### config.mk
export PLATFORM = sky130hd
export DESIGN_NAME = dmem_access_ctrl
export DESIGN_NICKNAME = d
export VERILOG_FILES = /design/src/rtl/dmem_ctrl_pkg.sv /design/src/rtl/dmem_size_ext.sv /design/src/rtl/dmem_access_ctrl.sv
export SDC_FILE = /design/constraint.sdc
export NUM_CORES = 1
export LEC_CHECK = 0
export ABC_AREA = 1
export BUFFER_PORTS_ARGS = -buffer_cell sky130_fd_sc_hd__buf_2
export CAP_MARGIN = 30
export CORE_AREA = 4 4 180 182
export DETAILED_ROUTE_END_ITERATION = 16
export DIE_AREA = 0 0 184 186
export PLACE_DENSITY_LB_ADDON = 0.1
export SKIP_CTS_REPAIR_TIMING = 1
export SYNTH_ARGS = -nofsm -noshare
export SYNTH_HDL_FRONTEND = slang
export SYNTH_HIERARCHICAL = 1
export SYNTH_SLANG_ARGS = --single-unit
### constraint.sdc
create_clock -name clk -period 2.9 [get_ports clk]
set_input_delay 0.29 -clock clk [delete_from_list [all_inputs] [get_ports clk]]
set_output_delay 0.29 -clock clk [all_outputs]
set_load 0.005 [all_outputs]
### src/rtl/dmem_ctrl_pkg.sv
// dmem_ctrl_pkg: shared sizes, states and memory geometry for the data-memory controller
package dmem_ctrl_pkg;
  localparam int DEPTH = 32;
  localparam int IDX_W = $clog2(DEPTH);
  typedef enum logic [1:0] {SZ_B, SZ_H, SZ_W, SZ_D} size_e;
  typedef enum logic [1:0] {IDLE, ISSUE, WAIT_RD, RESP} state_e;
endpackage

### src/rtl/dmem_size_ext.sv
// dmem_size_ext: truncates data to byte/half/word/double and zero-extends it back to full width
module dmem_size_ext
  import dmem_ctrl_pkg::*;
#(
  parameter int DATA_W = 64
) (
  input  logic [1:0]        size,
  input  logic [DATA_W-1:0] din,
  output logic [DATA_W-1:0] dout
);
  always_comb
    dout = size == SZ_B ? {{(DATA_W-8){1'b0}}, din[7:0]} :
           size == SZ_H ? {{(DATA_W-16){1'b0}}, din[15:0]} :
           size == SZ_W ? {{(DATA_W-32){1'b0}}, din[31:0]} : din;
endmodule

### src/rtl/dmem_access_ctrl.sv
// dmem_access_ctrl: 2-port arbiter and sequencer for the 32x64 single-port data SRAM.
// Define DMEM_ARB_RR_EN for round-robin arbitration; default is fixed priority to port 0.
module dmem_access_ctrl
  import dmem_ctrl_pkg::*;
#(
  parameter int DATA_W = 64,
  parameter int ADDR_W = 64
) (
  input  logic              clk,
  input  logic              reset,
  input  logic              p0_req,
  input  logic              p0_we,
  input  logic [1:0]        p0_size,
  input  logic [ADDR_W-1:0] p0_addr,
  input  logic [DATA_W-1:0] p0_wdata,
  output logic              p0_done,
  input  logic              p1_req,
  input  logic              p1_we,
  input  logic [1:0]        p1_size,
  input  logic [ADDR_W-1:0] p1_addr,
  input  logic [DATA_W-1:0] p1_wdata,
  output logic              p1_done,
  output logic [DATA_W-1:0] rsp_rdata,
  output logic              rsp_err,
  output logic              mem_en,
  output logic              mem_we,
  output logic [IDX_W-1:0]  mem_addr,
  output logic [DATA_W-1:0] mem_wdata,
  input  logic [DATA_W-1:0] mem_rdata
);
  state_e            state;
  size_e             lat_size;
  logic              lat_we, lat_port, win, in_range;
  logic [ADDR_W-1:0] lat_addr;
  logic [DATA_W-1:0] lat_wdata, ld_data;
`ifdef DMEM_ARB_RR_EN
  logic ptr;
  assign win = p1_req && (!p0_req || ptr);
  always_ff @(posedge clk)
    ptr <= reset ? 1'b0 : (state == IDLE && (p0_req || p1_req)) ? !win : ptr;
`else
  assign win = !p0_req;
`endif
  assign in_range  = lat_addr[ADDR_W-1:IDX_W] == '0;
  assign mem_en    = state == ISSUE && in_range;
  assign mem_we    = mem_en && lat_we;
  assign mem_addr  = lat_addr[IDX_W-1:0];
  assign p0_done   = state == RESP && !lat_port;
  assign p1_done   = state == RESP && lat_port;
  dmem_size_ext #(.DATA_W(DATA_W)) st_ext (.size(lat_size), .din(lat_wdata), .dout(mem_wdata));
  dmem_size_ext #(.DATA_W(DATA_W)) ld_ext (.size(lat_size), .din(mem_rdata), .dout(ld_data));
  // Losing requester's fields are only sampled here, in IDLE, once it wins.
  always_ff @(posedge clk) begin
    if (reset) begin
      state     <= IDLE;
      lat_we    <= 1'b0;
      lat_port  <= 1'b0;
      lat_size  <= SZ_B;
      lat_addr  <= '0;
      lat_wdata <= '0;
      rsp_rdata <= '0;
      rsp_err   <= 1'b0;
    end else begin
      case (state)
        IDLE: if (p0_req || p1_req) begin
          state     <= ISSUE;
          lat_port  <= win;
          lat_we    <= win ? p1_we : p0_we;
          lat_size  <= size_e'(win ? p1_size : p0_size);
          lat_addr  <= win ? p1_addr : p0_addr;
          lat_wdata <= win ? p1_wdata : p0_wdata;
        end
        ISSUE: begin
          state <= (in_range && !lat_we) ? WAIT_RD : RESP;
          if (!in_range || lat_we) begin
            rsp_rdata <= '0;
            rsp_err   <= !in_range;
          end
        end
        WAIT_RD: begin
          state     <= RESP;
          rsp_rdata <= ld_data;
          rsp_err   <= 1'b0;
        end
        default: state <= IDLE;
      endcase
    end
  end
endmodule

# [Word level (Yosys, flattened, before mapping)]
# Index checks and enable logic that the tools add are counted.
[classes] n_eq_ne=7 mux=17 n_reduce_logical=17
[op_table] operator="$mux 64" n=9
[op_table] operator="$pmux 64 s2" n=1
[op_table] operator="$logic_not 59->1" n=1
[op_table] operator="$eq 2x2->1 const B" n=3
[op_table] operator="$pmux 2 s3" n=1
[op_table] operator="$logic_and 1x1->1" n=5
[op_table] operator="$eq 2x1->1 const B" n=2
[op_table] operator="$logic_not 1->1" n=4
[op_table] operator="$logic_not 2->1" n=2
[op_table] operator="$mux 2" n=2
[op_table] operator="$reduce_and 2->1" n=2
[op_table] operator="$mux 1" n=3
[op_table] operator="$logic_or 1x1->1" n=2
[op_table] operator="$ne 2x1->1 const B" n=1
[op_table] operator="$ne 2x2->1 const B" n=1
[op_table] operator="$pmux 1 s2" n=1
[op_table] operator="$reduce_bool 2->1" n=1
[totals] ff_bits=199 inputBits=330 elab_cells=49

# [Longest topological paths before layout]
# Gate-level depths: netlist of the first run.
[depth] word_depth=5 depth_mapped=12

# [Modules after synthesis]
# Netlist of the first run, hierarchy kept.
[by_module_without_submodules] mod="dmem_access_ctrl" instances=1 cells_each=1260 area_each_um2=9148.8
[by_module_without_submodules] mod="dmem_size_ext" instances=2 cells_each=130 area_each_um2=533.0

# [Worst setup path after synthesis of the first run]
# No wires, ideal clock.
[synth_timing] path_type="register to register" from="register state[0]" to="register rsp_rdata[25]" t_arrival_ns=1.501 slack_ns=1.284 path_stages_with_launch=9 n_path_buf=2 cell_sequence="dfxtp_1 inv_1 ha_1 nand2_1 clkbuf_1 clkbuf_1 nand3b_1 nand2_1 nor2_1"
[synth_between] elab_chain_cells=3 word_cells_on_any_way=6
[synth_rtl] element="from (decl)" line_no="dmem_access_ctrl.sv:31" rtl="state_e state;"
[synth_rtl] element="from (signal assigned)" line_no="dmem_access_ctrl.sv:74" rtl="state <= (in_range && !lat_we) ? WAIT_RD : RESP;"
[synth_rtl] element="$eq 2x1->1 / $eq 2x2->1 (equally long branches)" line_no="dmem_access_ctrl.sv:64" rtl="case (state)"
[synth_rtl] element="$ne 2x1->1 (no line) / $reduce_bool 2->1 (equally long branches)"
[synth_rtl] element="$reduce_and 2->1 (no line)"
[synth_rtl] element="to (signal assigned)" line_no="dmem_access_ctrl.sv:82" rtl="rsp_rdata <= ld_data;"
[synth_rtl] element="to (decl)" line_no="dmem_access_ctrl.sv:23" rtl="output logic [DATA_W-1:0] rsp_rdata,"
# Several ways; a longest one is shown, not always the timed one.
# A chain may end at the register's enable or synchronous reset.

# [Worst setup path after layout of the first run]
[layout_timing] from="register lat_size[1]" to="output mem_wdata[24]"
[layout_between] elab_chain_cells=3 word_cells_on_any_way=4
[layout_rtl] element="from (decl)" line_no="dmem_access_ctrl.sv:32" rtl="size_e lat_size;"
[layout_rtl] element="from (signal assigned)" line_no="dmem_access_ctrl.sv:69" rtl="lat_size <= size_e'(win ? p1_size : p0_size);"
[layout_rtl] element="$eq 2x1->1" line_no="dmem_size_ext.sv:13" rtl="size == SZ_H ? {{(DATA_W-16){1'b0}}, din[15:0]} :"
[layout_rtl] element="$mux 64" line_no="dmem_size_ext.sv:13"
[layout_rtl] element="$mux 64 (*)" line_no="dmem_size_ext.sv:12" rtl="dout = size == SZ_B ? {{(DATA_W-8){1'b0}}, din[7:0]} :"
[layout_rtl] element="to (decl)" line_no="dmem_access_ctrl.sv:28" rtl="output logic [DATA_W-1:0] mem_wdata,"
# Mark *: on every way between the ends. The rest lies on a longest branch, timed or not.

==> summary.md, run 1 <==
The run finished with clean final reports. The run gives 468 as the number of I/O pins. The post-synthesis register bit count works out to 199. The minimum setup slack after placement came out at 0.830 ns. Setup repair after global routing left no endpoint under its margin. The violation count after the first detailed-routing iteration was 634.

Launch point of the worst reg-to-reg path: lat_addr[21]. Most area-hungry cell type in the Yosys netlist: sky130_fd_sc_hd__dfxtp_1. The post-route netlist has 28.1% of its cells at a drive strength greater than 1.

Number of buffers added by the clock tree synthesis step: 17. The number of global-route vias before repair was 10800. The arrival time of the worst setup path is 1.95 ns, and the fraction of registers with async set or reset after synthesis is 0%.

In the detailed route, the total length drawn on met2 is 18200 um. The first-pass GRT wire length came out at 58000 um. Maximum VDD drop: 0.000471 V. The worst hold path startpoint was reset. For the count of final hold-check violations, the log shows 0. The worst endpoint required time was 2.61 ns; the fraction of the yosys area taken by sequential cells was 39.0%. The tool flagged a number of max-cap violations equal to 0. The tools report the total half-perimeter wirelength after legalization and detailed placement as 27200 um. The internal portion of the total power is 7.30 mW.

In the synthesized netlist, the number of instances is 1520. For the worst flop-to-flop path, the logic depth is 11. The worst min-delay path class is in -> reg.

The setup slack after layout is 0.661 ns. The average vias per placed instance is 4.80. Number of non-filler instances in the completed layout: 2299. For this run, the leading register cell type out of synthesis is sky130_fd_sc_hd__dfxtp_1. In this run the horizontal extent of the chip is 184 um. The Yosys step of the flow raised 6 warnings. Counting every net in the synthesized netlist gives 1855. The power density over the cells is 937 nW/um^2. The clock edge transition at the registers on the reported setup and hold paths works out to 0.08 ns.

The area growth from synthesis to layout is 29.1%. The worst path needs 2.24 ns of the cycle, external delays included. For the number of core rows, the log shows 64. Top routing layer in use: met5. Number of cells in the design after placement: 2260. The number of different library cells used by synthesis comes to 26. For this run, the top clock speed supported by timing is 447 MHz. The routed wire length on met3 is 2870 um, and the switching power share of the total is 40.9%.

Transition time of the tightest slew-check pin: 0.758 ns. Setup violations remaining at the end of the flow were counted as 0. The count of flip-flops with a built-in enable after synthesis is 0. Across every metal layer, demand over resource in global routing totals 21.1%. The region available for standard cell placement spans 30600 um^2. The total overflow left after global routing is 0.

Cells fill 43.1% of the core in the end. Count of input and output buffers: 467. The cell sitting at the root of the clock tree is a sky130_fd_sc_hd__clkbuf_16. In this run the remaining antenna-violating nets after routing total 0. In this run the tightest slew margin relative to its limit is 49.5%. In this run the critical register-to-register path is captured at rsp_rdata[1].

Entering global routing, the biggest net connects 119 pins. At the end of routability-driven placement, the weighted congestion stood at 0.814. The register share of total power came out at 35.8%. The worst setup path is launched from a register.

The biggest fanout along the worst timing path is 16, and the period utilization is 77.2%. No sink is reached through more buffers than the 2 on the longest clock path. For this run, design rule violations remaining after detail routing come to 0. The routed via count came out at 11000. Most frequently used cell type in the post-synthesis netlist: sky130_fd_sc_hd__nand2_1. The register-to-register setup slack is 0.79 ns. For this block, wires on met1 add up to 16000 um.

The logs give 21.1% for the fraction of power consumed by the clock network and 33.4% for the starting density of the core. The logs give 0 for the number of pins exceeding their max-slew limit in the final report and 0.0149 ns for the worst clock skew. Measured along the y axis, the die boundary spans 186 um.

For the power spent charging and discharging nets, the log shows 5.06 mW. Average size of a mapped cell: 6.72 um^2. The number of H-tree levels is 4.

The routed design has 38100 um of wire. Dividing the detail-routed wire length by the instance count gives 16.6 um. TritonCTS built the clock tree.

The initial antenna violation count was 17. Counting instances in the post-synthesis netlist gives the leading cell types as sky130_fd_sc_hd__nand2_1 (450), sky130_fd_sc_hd__nor2_1 (220), sky130_fd_sc_hd__dfxtp_1 (199). For hold timing, the worst endpoint is rsp_err. Classification of the worst setup path: reg -> out. Along the worst hold path, the cell count comes to 2. STA classifies the critical path endpoint as an output port. Adding up every negative setup slack in the final design gives 0 ns. For this run, the detailed router's first-pass iteration total came to 5. The run gives 43.1% as the share of total power in combinational logic. The mapped netlist covers 10200 um^2. The tree built by TritonCTS fans out to 199 sinks.

Sorting the synthesized cells by area gives the leading types as sky130_fd_sc_hd__dfxtp_1 (39%), sky130_fd_sc_hd__nand2_1 (17%), sky130_fd_sc_hd__nor2_1 (8.1%). At the end of the flow, the number of nets in the layout was 2218. The analysis attributes to cell leakage a power of 6.62 nW. At the later pin of the worst-skew pair, clock insertion delay measures 0.44 ns. The portion of synthesized cell area occupied by the leading cell type was 39.0%. For the die outline area, the log shows 34200 um^2.
-- cell type report --
| cell class | count | area, um^2 |
|---|---|---|
| clock buffer | 17 | 425 |
| timing repair buffer | 491 | 2570 |
| fill | 3377 | 17400 |
| sequential | 199 | 3980 |
| antenna | 7 | 17.5 |
| inverter | 95 | 367 |
| clock inverter | 15 | 213 |
| tap | 396 | 495 |
| multi-input combinational | 1079 | 5120 |
-- stage by stage --
step / power [mW] / hold WS, ns / instance area, um^2
final: 12.4 / 0.0873 / 13200
after global routing: 13.5 / 0.0809 / 13200
after CTS: 12.5 / 0.0690 / 13200
after detailed placement: 9.84 / 0.464 / 12500
after global placement: 9.77 / 0.462 / 12500
after floorplan: 8.26 / 0.352 / 10200
-- kinds of logic after synthesis --
kind of cell / after synthesis / synth area share [%]
flip-flops: 199 / 39.0
adder cells (fa/ha/maj): 5 / 0.612
AND/OR/NAND/NOR: 741 / 29.8
AO/OA/AOI/OAI: 333 / 19.5
buffers and inverters: 242 / 11.1
-- critical path: stages (launching register included) --
cell                      delay (ns)
sky130_fd_sc_hd__dfxtp_1        0.52
sky130_fd_sc_hd__inv_1          0.07
sky130_fd_sc_hd__nand2_1        0.44
sky130_fd_sc_hd__nand2_1        0.16
sky130_fd_sc_hd__nor2_1         0.16
sky130_fd_sc_hd__buf_2          0.14
-- registers in the layout, summed over array words and instances (netlist names) --
name,flops
lat_addr,64
lat_wdata,64
rsp_rdata,64
lat_size,2
state,2
lat_port,1
lat_we,1
rsp_err,1
-- power by group through the flow --
stage	logic, mW	clock network, mW	registers, mW
floorplan	3.87	0	4.39
global placement	5.31	0	4.46
detailed placement	5.37	0	4.47
CTS	5.39	2.68	4.43
global route	6.14	2.78	4.57
finish	5.33	2.60	4.43
-- cells in the final DEF, fill, tap and decap left out --
master                        n
sky130_fd_sc_hd__ha_2         1
sky130_fd_sc_hd__a211oi_1     1
sky130_fd_sc_hd__nand2_4      2
sky130_fd_sc_hd__a21boi_1    34
sky130_fd_sc_hd__inv_8        6
sky130_fd_sc_hd__inv_1       92
sky130_fd_sc_hd__a21oi_1      2
sky130_fd_sc_hd__buf_2      466
sky130_fd_sc_hd__a31oi_1    131
sky130_fd_sc_hd__clkbuf_16   17
sky130_fd_sc_hd__inv_4        2
sky130_fd_sc_hd__diode_2      7
sky130_fd_sc_hd__nand3b_1    64
sky130_fd_sc_hd__inv_12       2
sky130_fd_sc_hd__clkinv_4     1
sky130_fd_sc_hd__ha_1         4
sky130_fd_sc_hd__inv_6        2
sky130_fd_sc_hd__buf_12       4
sky130_fd_sc_hd__and2_0       1
sky130_fd_sc_hd__nand3_2      1
sky130_fd_sc_hd__nor2_1     219
sky130_fd_sc_hd__o21ai_0    134
sky130_fd_sc_hd__a21boi_0    30
sky130_fd_sc_hd__dfxtp_1    199
sky130_fd_sc_hd__nor3_1       2
sky130_fd_sc_hd__clkinv_8     4
sky130_fd_sc_hd__nand3_1      1
sky130_fd_sc_hd__nand2_1    449
sky130_fd_sc_hd__bufinv_16    1
sky130_fd_sc_hd__buf_4       21
sky130_fd_sc_hd__a21oi_2      1
sky130_fd_sc_hd__nor2_2       2
-- worst max-delay path by stage --
stage                    end  cells after the start    startpoint
2_1_floorplan  rsp_rdata[25]                      8      state[0]
3_3_place_gp   rsp_rdata[18]                     11  lat_addr[21]
3_5_place_dp    rsp_rdata[4]                     11  lat_addr[21]
4_1_cts        mem_wdata[23]                      5   lat_size[1]
5_1_grt        mem_wdata[23]                      5   lat_size[1]
6_report       mem_wdata[24]                      5   lat_size[1]
-- metal layers --
| metal | track usage [%] | vias to the layer above |
|---|---|---|
| li1 | - | 5629 |
| met1 | 26.0 | 4992 |
| met2 | 35.5 | 347 |
| met3 | 5.96 | 56 |
| met4 | 6.95 | 12 |
| met5 | 0 | - |
No activity file was read; power rests on OpenSTA's default activity.
==> run 2: changes to the inputs <==
==> constraint.sdc (replaced) <==
create_clock -name clk -period 2.24 [get_ports clk]
set_input_delay 0.224 -clock clk [delete_from_list [all_inputs] [get_ports clk]]
set_output_delay 0.224 -clock clk [all_outputs]
set_load 0.005 [all_outputs]
==> summary.md, run 2 (same netlist as run 1, synthesis figures left out) <==
The count of final hold-check violations was 0 (unchanged); the global routing met1 resource utilization was 25.7% (was 26.0%). The number of non-filler instances in the completed layout is 2307 (was 2299). The die width was 184 um (unchanged). The tools report the setup slack after layout as 0.269 ns (was 0.661 ns). The tools report the number of buffers added by the clock tree synthesis step as 17 (unchanged).

The area of the core region is 30600 um^2 (unchanged), and the average vias per placed instance is 4.77 (was 4.80). Power density over the cells: 1220 nW/um^2 (was 937 nW/um^2). The transition time of the tightest slew-check pin is 0.743 ns (was 0.758 ns). The classification of the worst setup path is reg -> reg (was reg -> out). Biggest fanout along the worst timing path: 24 (was 16). The critical path startpoint category was a register (unchanged).

The detail-routed net length per standard cell was 16.5 um (was 16.6 um); the initial antenna violation count was 13 (was 17). Based on the critical path, the design can be clocked at up to 507 MHz. For the number of max-cap violations, the log shows 0 (unchanged). Commonest non-fill, non-tap cells in the layout: sky130_fd_sc_hd__buf_2 (466), sky130_fd_sc_hd__nand2_1 (449), sky130_fd_sc_hd__nor2_1 (219) (unchanged).

The total half-perimeter wirelength after legalization and detailed placement is 27700 um (was 27200 um). Setup repair after global routing left no endpoint under its margin. For the register-to-register setup slack, the log shows 0.27 ns (was 0.79 ns).

The static leakage came out at 6.70 nW (was 6.62 nW). The number of global-route vias before repair came out at 10600 (was 10800). The cell type of the slowest stage on the worst timing path was sky130_fd_sc_hd__dfxtp_1 (unchanged). The launch point of the worst reg-to-reg path is lat_addr[32] (was lat_addr[21]).

The worst min-delay path class was in -> reg (unchanged). Minimum setup slack after placement: 0.280 ns (was 0.830 ns). The leading cell type in the layout, fill and taps excluded was sky130_fd_sc_hd__buf_2 (unchanged). For the number of H-tree levels, the log shows 4 (unchanged). For the starting density of the core, the log shows 33.4% (unchanged). The logs give 50.5% (was 49.5%) for the tightest slew margin relative to the limit and 468 (unchanged) for the number of I/O pins. The final period demand of the worst path was 1.97 ns; the total length of routed wires was 38100 um (about the same).

Last weighted congestion value of the routability-driven placer: 0.844 (was 0.814). The number of instances on the worst hold path was 2 (unchanged); the number of cells in the design after placement was 2269 (was 2260). The tools report the element type at the critical path end as a register (was an output port). Capture instance of the worst register-to-register path: rsp_rdata[29] (was rsp_rdata[1]). The relative area change from synthesis to final layout is 30.5% (was 29.1%), and the maximum VDD drop is 0.000476 V (was 0.000471 V).

The first-pass GRT wire length is 57100 um (was 58000 um), and the routed via count is 11000 (about the same). The sum of overflow across all layers after global routing came out at 0 (unchanged). TritonCTS built the clock tree. The maximum cell stage delay along the critical path came out at 0.31 ns (was 0.52 ns). The tools report the global router's overall resource usage as 20.9% (was 21.1%). The final net count came out at 2227 (was 2218). The accumulated negative setup slack was 0 ns (unchanged); the worst endpoint required time was 2.57 ns (was 2.61 ns). The run gives 35.6% (was 35.5%) as the fraction of met2 tracks used by global routing.

List of cells traversed by the critical path: nor2_1, nand2_1, nor2_1, nand2_1, nor2_2, nand3_1, nand2_4, buf_4, nand3b_1, nand2_1, nor2_1 (was inv_1, nand2_1, nand2_1, nor2_1, buf_2). Number of pins exceeding their max-slew limit in the final report: 0 (unchanged). The clock root buffer is sky130_fd_sc_hd__clkbuf_16 (unchanged).

The worst-case clock buffer depth came out at 2 (unchanged). The logs give 75 (was 119) for the pin count of the biggest net entering global routing and 0.0131 ns (was 0.0149 ns) for the worst clock skew. The clock latency reported for the late side of the worst-skew pair was 0.44 ns (about the same). Period utilization: 88.0%.

The tools report the worst hold path startpoint as reset (unchanged). Number of core rows: 64 (unchanged). The endpoint with the worst hold slack was rsp_err (unchanged). The violation count after the first detailed-routing iteration was 698 (was 634). Buffering stage count on the worst path with inverters included: 1 (was 2). The number of cells on the worst reg-to-reg path was 11 (unchanged).

The tools report the die outline area as 34200 um^2 (unchanged). For the number of nets with antenna violations after detailed routing, the log shows 0 (unchanged). Final count of negative-setup-slack endpoints: 0 (unchanged). Largest registers in the final layout: lat_addr x64, lat_wdata x64, rsp_rdata x64 (unchanged). Number of optimization iterations in the first detailed-route pass: 7 (was 5). The met3 capacity usage during global routing is 5.80% (was 5.96%).

The flow ran to the end, and the final reports show no timing, DRC or antenna violations. The cell type group with the largest total delay on the critical path is simple AND/OR/NAND/NOR gates (unchanged). The die height was 186 um (unchanged). The busiest metal layer after global routing was met2 (unchanged).

The fraction of final layout cells sized beyond drive strength 1 was 28.5% (was 28.1%); the remaining routing DRC violations was 0 (unchanged). The clock edge transition at the registers on the reported setup and hold paths works out to 0.08 ns (about the same). The tools report the arrival time of the worst setup path as 2.30 ns (was 1.95 ns). The total number of clock tree sinks was 199 (unchanged); the count of input and output buffers was 467 (unchanged).
-- run 2: how the worst max path moves through the flow --
stage / endpoint / slack, ns / startpoint / depth (start not counted)
finish: rsp_rdata[29] / 0.27 / lat_addr[32] / 11
global route: rsp_rdata[19] / 0.0002 / lat_addr[8] / 11
CTS: rsp_rdata[29] / 0.26 / lat_addr[32] / 11
detailed placement: rsp_rdata[29] / 0.28 / lat_addr[32] / 11
global placement: rsp_rdata[17] / 0.29 / lat_addr[45] / 11
floorplan: rsp_rdata[25] / 0.62 / state[0] / 8
-- run 2: layer usage --
metal	vias up	wire [um]
met4	12	850
met3	57	2970
met2	374	18600
met5	-	74
met1	4914	15600
li1	5651	-
-- run 2: area by class of cell --
class,count,area [um^2]
fill,3293,17300
multi-input combinational,1079,5120
sequential,199,3980
timing repair buffer,500,2730
tap,396,495
clock buffer,17,425
inverter,95,367
clock inverter,15,205
antenna,6,15.0
-- run 2: per-stage QoR --
step | power [mW] | instance area, um^2 | utilization (%) | hold WS (ns)
2_1_floorplan | 10.7 | 10200 | - | 0.286
3_3_place_gp | 12.9 | 12700 | 41.5 | 0.469
3_5_place_dp | 13.0 | 12700 | 41.5 | 0.475
4_1_cts | 16.5 | 13300 | 43.5 | -0.00814
5_1_grt | 17.7 | 13300 | 43.6 | 0.0105
6_report | 16.3 | 13300 | 43.6 | 0.0137
-- run 2: power by group --
part	total, mW	leakage [nW]	internal [mW]	switching [mW]
Clock	3.39	0.311	1.82	1.57
Sequential	5.75	1.65	5.01	0.732
Combinational	7.14	4.74	2.97	4.17
